File: config.mk
export PLATFORM = sky130hd
export DESIGN_NAME = fcmp_pipe
export DESIGN_NICKNAME = d
export VERILOG_FILES = /design/src/rtl/fcmp_pipe.sv
export SDC_FILE = /design/constraint.sdc
export NUM_CORES = 1
export LEC_CHECK = 0
export ABC_AREA = 1
export BUFFER_PORTS_ARGS = -buffer_cell sky130_fd_sc_hd__buf_2
export CORE_UTILIZATION = 34
export CTS_CLUSTER_DIAMETER = 120
export DETAILED_ROUTE_END_ITERATION = 16
export PLACE_DENSITY = 0.72
export RECOVER_POWER = 100
export SLEW_MARGIN = 10
export SYNTH_ARGS = -nofsm -noshare
export SYNTH_HDL_FRONTEND = slang
export SYNTH_SLANG_ARGS = --single-unit
File: constraint.sdc
create_clock -name clk -period 3 [get_ports clk]
set_clock_uncertainty 0.1 [all_clocks]
set_input_delay 0 -clock clk [delete_from_list [all_inputs] [get_ports clk]]
set_output_delay 0 -clock clk [all_outputs]
set_load 0.05 [all_outputs]
File: src/rtl/fcmp_pipe.sv
// rtl/fcmp_pipe.sv - pipelined floating-point compare (EQ/LT/LE) with valid/ready, flush and tag passthrough
module fcmp_pipe #(
  parameter int EXP_W  = 8,
  parameter int MANT_W = 23,
  parameter int STAGES = 2,
  parameter int TAG_W  = 6
) (
  input  logic                      clk,
  input  logic                      rst,
  input  logic                      flush,
  input  logic                      in_valid,
  output logic                      in_ready,
  input  logic [EXP_W+MANT_W:0]     x1,
  input  logic [EXP_W+MANT_W:0]     x2,
  input  logic [1:0]                op,
  input  logic [TAG_W-1:0]          in_tag,
  output logic                      out_valid,
  input  logic                      out_ready,
  output logic                      y,
  output logic                      invalid,
  output logic [TAG_W-1:0]          out_tag
);

  localparam int W     = 1 + EXP_W + MANT_W;
  localparam int MAG_W = EXP_W + MANT_W;

  logic             s1, s2;
  logic [MAG_W-1:0] mag1, mag2;
  logic             nan1, nan2;
  logic             d_lt, d_eq, d_bz, d_nan;

  assign s1   = x1[W-1];
  assign s2   = x2[W-1];
  assign mag1 = x1[W-2:0];
  assign mag2 = x2[W-2:0];
  assign nan1 = (&x1[W-2:MANT_W]) & (|x1[MANT_W-1:0]);
  assign nan2 = (&x2[W-2:MANT_W]) & (|x2[MANT_W-1:0]);
  assign d_lt  = mag1 < mag2;
  assign d_eq  = mag1 == mag2;
  assign d_bz  = ~(|mag1) & ~(|mag2);
  assign d_nan = nan1 | nan2;

  // Returns {y, invalid}; reserved opcode never raises invalid.
  function automatic logic [1:0] resolve(input logic sa, input logic sb, input logic lt,
                                         input logic eq, input logic bz, input logic nan,
                                         input logic [1:0] o);
    logic lt_o, eq_o, y_o;
    eq_o = bz | ((sa == sb) & eq);
    case ({sa, sb})
      2'b00:   lt_o = lt;
      2'b01:   lt_o = 1'b0;
      2'b10:   lt_o = 1'b1;
      default: lt_o = ~lt & ~eq;
    endcase
    if (bz) lt_o = 1'b0;
    case (o)
      2'd0:    y_o = eq_o;
      2'd1:    y_o = lt_o;
      2'd2:    y_o = lt_o | eq_o;
      default: y_o = 1'b0;
    endcase
    if (nan) y_o = 1'b0;
    return {y_o, nan & (o != 2'd3)};
  endfunction

  generate
    if (STAGES == 1) begin : g_one
      assign in_ready = ~out_valid | out_ready;

      always_ff @(posedge clk) begin
        if (rst) begin
          out_valid <= 1'b0;
          y         <= 1'b0;
          invalid   <= 1'b0;
          out_tag   <= '0;
        end else if (flush) begin
          out_valid <= 1'b0;
        end else if (in_ready) begin
          out_valid <= in_valid;
          if (in_valid) begin
            {y, invalid} <= resolve(s1, s2, d_lt, d_eq, d_bz, d_nan, op);
            out_tag      <= in_tag;
          end
        end
      end
    end else begin : g_two
      logic             v1;
      logic             r_s1, r_s2, r_lt, r_eq, r_bz, r_nan;
      logic [1:0]       r_op;
      logic [TAG_W-1:0] r_tag;
      logic             ld2;

      // Stage 2 takes a new entry whenever it is empty, so bubbles collapse under backpressure.
      assign ld2      = ~out_valid | out_ready;
      assign in_ready = ~v1 | ld2;

      always_ff @(posedge clk) begin
        if (rst) begin
          v1        <= 1'b0;
          out_valid <= 1'b0;
          y         <= 1'b0;
          invalid   <= 1'b0;
          out_tag   <= '0;
          r_s1      <= 1'b0;
          r_s2      <= 1'b0;
          r_lt      <= 1'b0;
          r_eq      <= 1'b0;
          r_bz      <= 1'b0;
          r_nan     <= 1'b0;
          r_op      <= 2'd0;
          r_tag     <= '0;
        end else if (flush) begin
          v1        <= 1'b0;
          out_valid <= 1'b0;
        end else begin
          if (ld2) begin
            out_valid <= v1;
            if (v1) begin
              {y, invalid} <= resolve(r_s1, r_s2, r_lt, r_eq, r_bz, r_nan, r_op);
              out_tag      <= r_tag;
            end
          end
          if (in_ready) begin
            v1 <= in_valid;
            if (in_valid) begin
              r_s1  <= s1;
              r_s2  <= s2;
              r_lt  <= d_lt;
              r_eq  <= d_eq;
              r_bz  <= d_bz;
              r_nan <= d_nan;
              r_op  <= op;
              r_tag <= in_tag;
            end
          end
        end
      end
    end
  endgenerate

endmodule
==> results.md <==
- Status: finished clean
- Top-Level Pins: between 80 and 90
- Final core occ: 48.3%
- Final setup fails: 0
- Critical Path Most Common Cell: inv_1
- Vias after detailed routing: 2285
- Most frequent cells in the layout: buf_2, nand2_1, nor2_1, inv_1, ha_1
- Met3 capacity usage during global routing: under 10%
- Reg clk slew, reported paths: 0.08 ns
- Die Area: ~6300 sq um
- Fin crit share: 61.3%
- 1st-iter DRT viols: 82
- Main combinational cell family by area after synthesis: simple AND/OR/NAND/NOR gates
- Initial antenna violation count: 0
- DP HPWL: about 4.3 mm
- Rows: 27
- CTS Buf Count: 3
- Initial Util: 36.2%
- H-tree Lvls: 1
- Number of global-route vias before repair: approximately 2200
- ANT nets after route: 0
- CP endpoint kind: flop
- Synth Area in Simple Gates: about 32%
- Fmax achieved: 0.544 GHz
- Cells on Worst Hold Path: 6
- Root buffer cell: clkbuf_8
- Longest Clk Path Bufs: 2
- Power density over the cells: between 300 and 400 nW/um^2
- Worst-case hold slack: 0.102 ns
- Final min period: 1.84 ns
- Sequential share of the synthesized area: 23.5%
- Post-Synth XOR/XNOR Area: 0%
- Post-CTS Hold Buffers: 14
- TritonCTS clock tree: yes
- Startpoint types: primary input
- CP peak stage delay: 0.53 ns
- Die height: 79.5 um
- Cell Area, Synth: a little over 2000 sq um
- Total track usage: approximately 17%
- Setup WS post-layout: around 1.2 ns
- Setup WS pre-CTS: approximately 1.7 ns
- Syn_area_per_cell: about 6.4 sq um
- Critical Path, Cell by Cell: dlygate4sd3_1 -> buf_2 -> inv_1 -> nand3_1 -> nand2_1 -> inv_1 -> nor2_1 -> nor2_1 -> nand2_1 -> inv_1
- Post-CTS setup buffers: 0
- Area Growth Syn to Fin: 33.4%
- CTS Sinks: 24
- Hold Path Class: in -> reg
- 1st-pass router iterations: 4
- Antenna cells: 0
- Core ar.: about 5600 sq um
- Crit-path max FO: 18
- Pleak: around 1.5 nW
- Max cap viols: 0
- Synthesized net count: approximately 430
- Netlist cell types: 23
- Synth Area in Compound Gates: a little under an eighth
- RSZ-0062 raised after global routing: no
- R2r worst-path depth: 7
- Fin nets: ~530
- Syn. warnings: 0
- Most common cell after layout, fill and taps aside: buf_2
- Crit path kind: in -> reg
- DRT Wirelength: slightly above 5 mm
- Worst slew margin: between 60% and 70%
- Die Wd: 79.5 um
- Gate count of the mapped netlist: 318
- Flops & latches, synth: 24
- Crit path DAT: between 1.5 and 2 ns
- DR DRC count: 0
- Ratio of cells with drive above 1 in the final layout: ~19%
- Non-filler instance count after layout: 492
- Drt wl/cell: 10.6 um
- VDD IR-drop max: approximately 0.00023 V
- Slew Limit Fails: 0
- Worst-Margin Slew: 0.594 ns
- Setup TNS: 0 ns
- Post-Place Cells: ~470
- Global-route wire length before repair: 8.84 mm
- Port bufs: 86
- Largest net degree at the start of global routing: 19
- Gr ovfl total: 0
- GRT met1 Usage: between 10% and 20%
- Post-synthesis mux area share: 0%
- GRT busiest layer: met2
- Required @ worst endpoint: 3.07 ns
- Routed vias/inst: 4.64
- CP max stage cell: dlygate4sd3_1
- Post-Synth Adder-Cell Area: around a fifth
- PostCTS Resize Cnt: 0
- Final Hold Vio Count: 0
- Met2 GRT Util: between 30% and 40%
- Placer Congestion: around 0.82
- Clk_lat worst skew: roughly 0.26 ns
-- layout make-up --
class,instances,area (sq um)
fill,601,2910
multi-input combinational,234,1310
timing repair buffer,100,556
sequential,24,480
inverter,58,218
tap,72,90.1
clock buffer,3,41.3
clock inverter,1,30.0
-- worst max-delay path: cells and delay by family --
kind / cells / cell delay (ns)
buf+inv: 5 / 1.03
simple gates: 5 / 0.89
-- cell usage after synthesis, drive strengths merged --
master    n  share of area, %
o21ai    21               5.1
inv      58                11
nor3      2              0.73
nand3    11               3.2
dfxtp    24                24
a211oi    1              0.37
nand4    11               3.4
a21oi    23               5.6
nor4      2              0.61
nand3b    2              0.73
buf       2              0.80
o2111ai   1              0.43
nand2    62                12
ha       34                21
a21o      1              0.37
nor2     63                12
-- final timing paths --
path | start | endpoint | slack, ns
hold reg to reg | g_two.r_lt | g_two.r_lt | 0.38
setup reg to reg | out_valid | g_two.r_nan | 1.21
hold / removal | x1[6] | g_two.r_bz | 0.10
setup / recovery | out_ready | g_two.r_nan | 1.16
-- layer usage --
metal	part of all wire (%)	wire length, um	vias to the layer above
met3	4.9	254	14
met1	45	2320	972
met4	2.6	133	0
li1	-	-	1226
met2	48	2490	73
met5	0	0	-
-- per-stage QoR --
step / total power, W / instance area [sq um]
finish: 0.000870 / 2730
global placement: 0.000580 / 2550
global route: 0.000925 / 2730
detailed placement: 0.000586 / 2550
floorplan: 0.000494 / 2040
CTS: 0.000876 / 2760
-- sequential cells by signal, summed over array words and instances, names as in the netlist --
name         flops
g_two.r_lt       1
out_tag          6
invalid          1
g_two.r_tag      6
g_two.r_eq       1
y                1
g_two.v1         1
g_two.r_op       2
g_two.r_nan      1
g_two.r_s1       1
g_two.r_s2       1
g_two.r_bz       1
out_valid        1
-- logic make-up after synthesis --
| logic type | count (synthesis) |
|---|---|
| compound gates | 47 |
| fa+ha+maj | 34 |
| buf+inv | 60 |
| flops | 24 |
| simple gates | 153 |
-- power by group --
part	total [W]	internal, W	switching (W)
registers	0.000343	0.000334	0.00000924
logic	0.000248	0.000111	0.000137
clock network	0.000279	0.000178	0.000101
total	0.000870	0.000623	0.000247
Power figures use the tool's default switching activity.
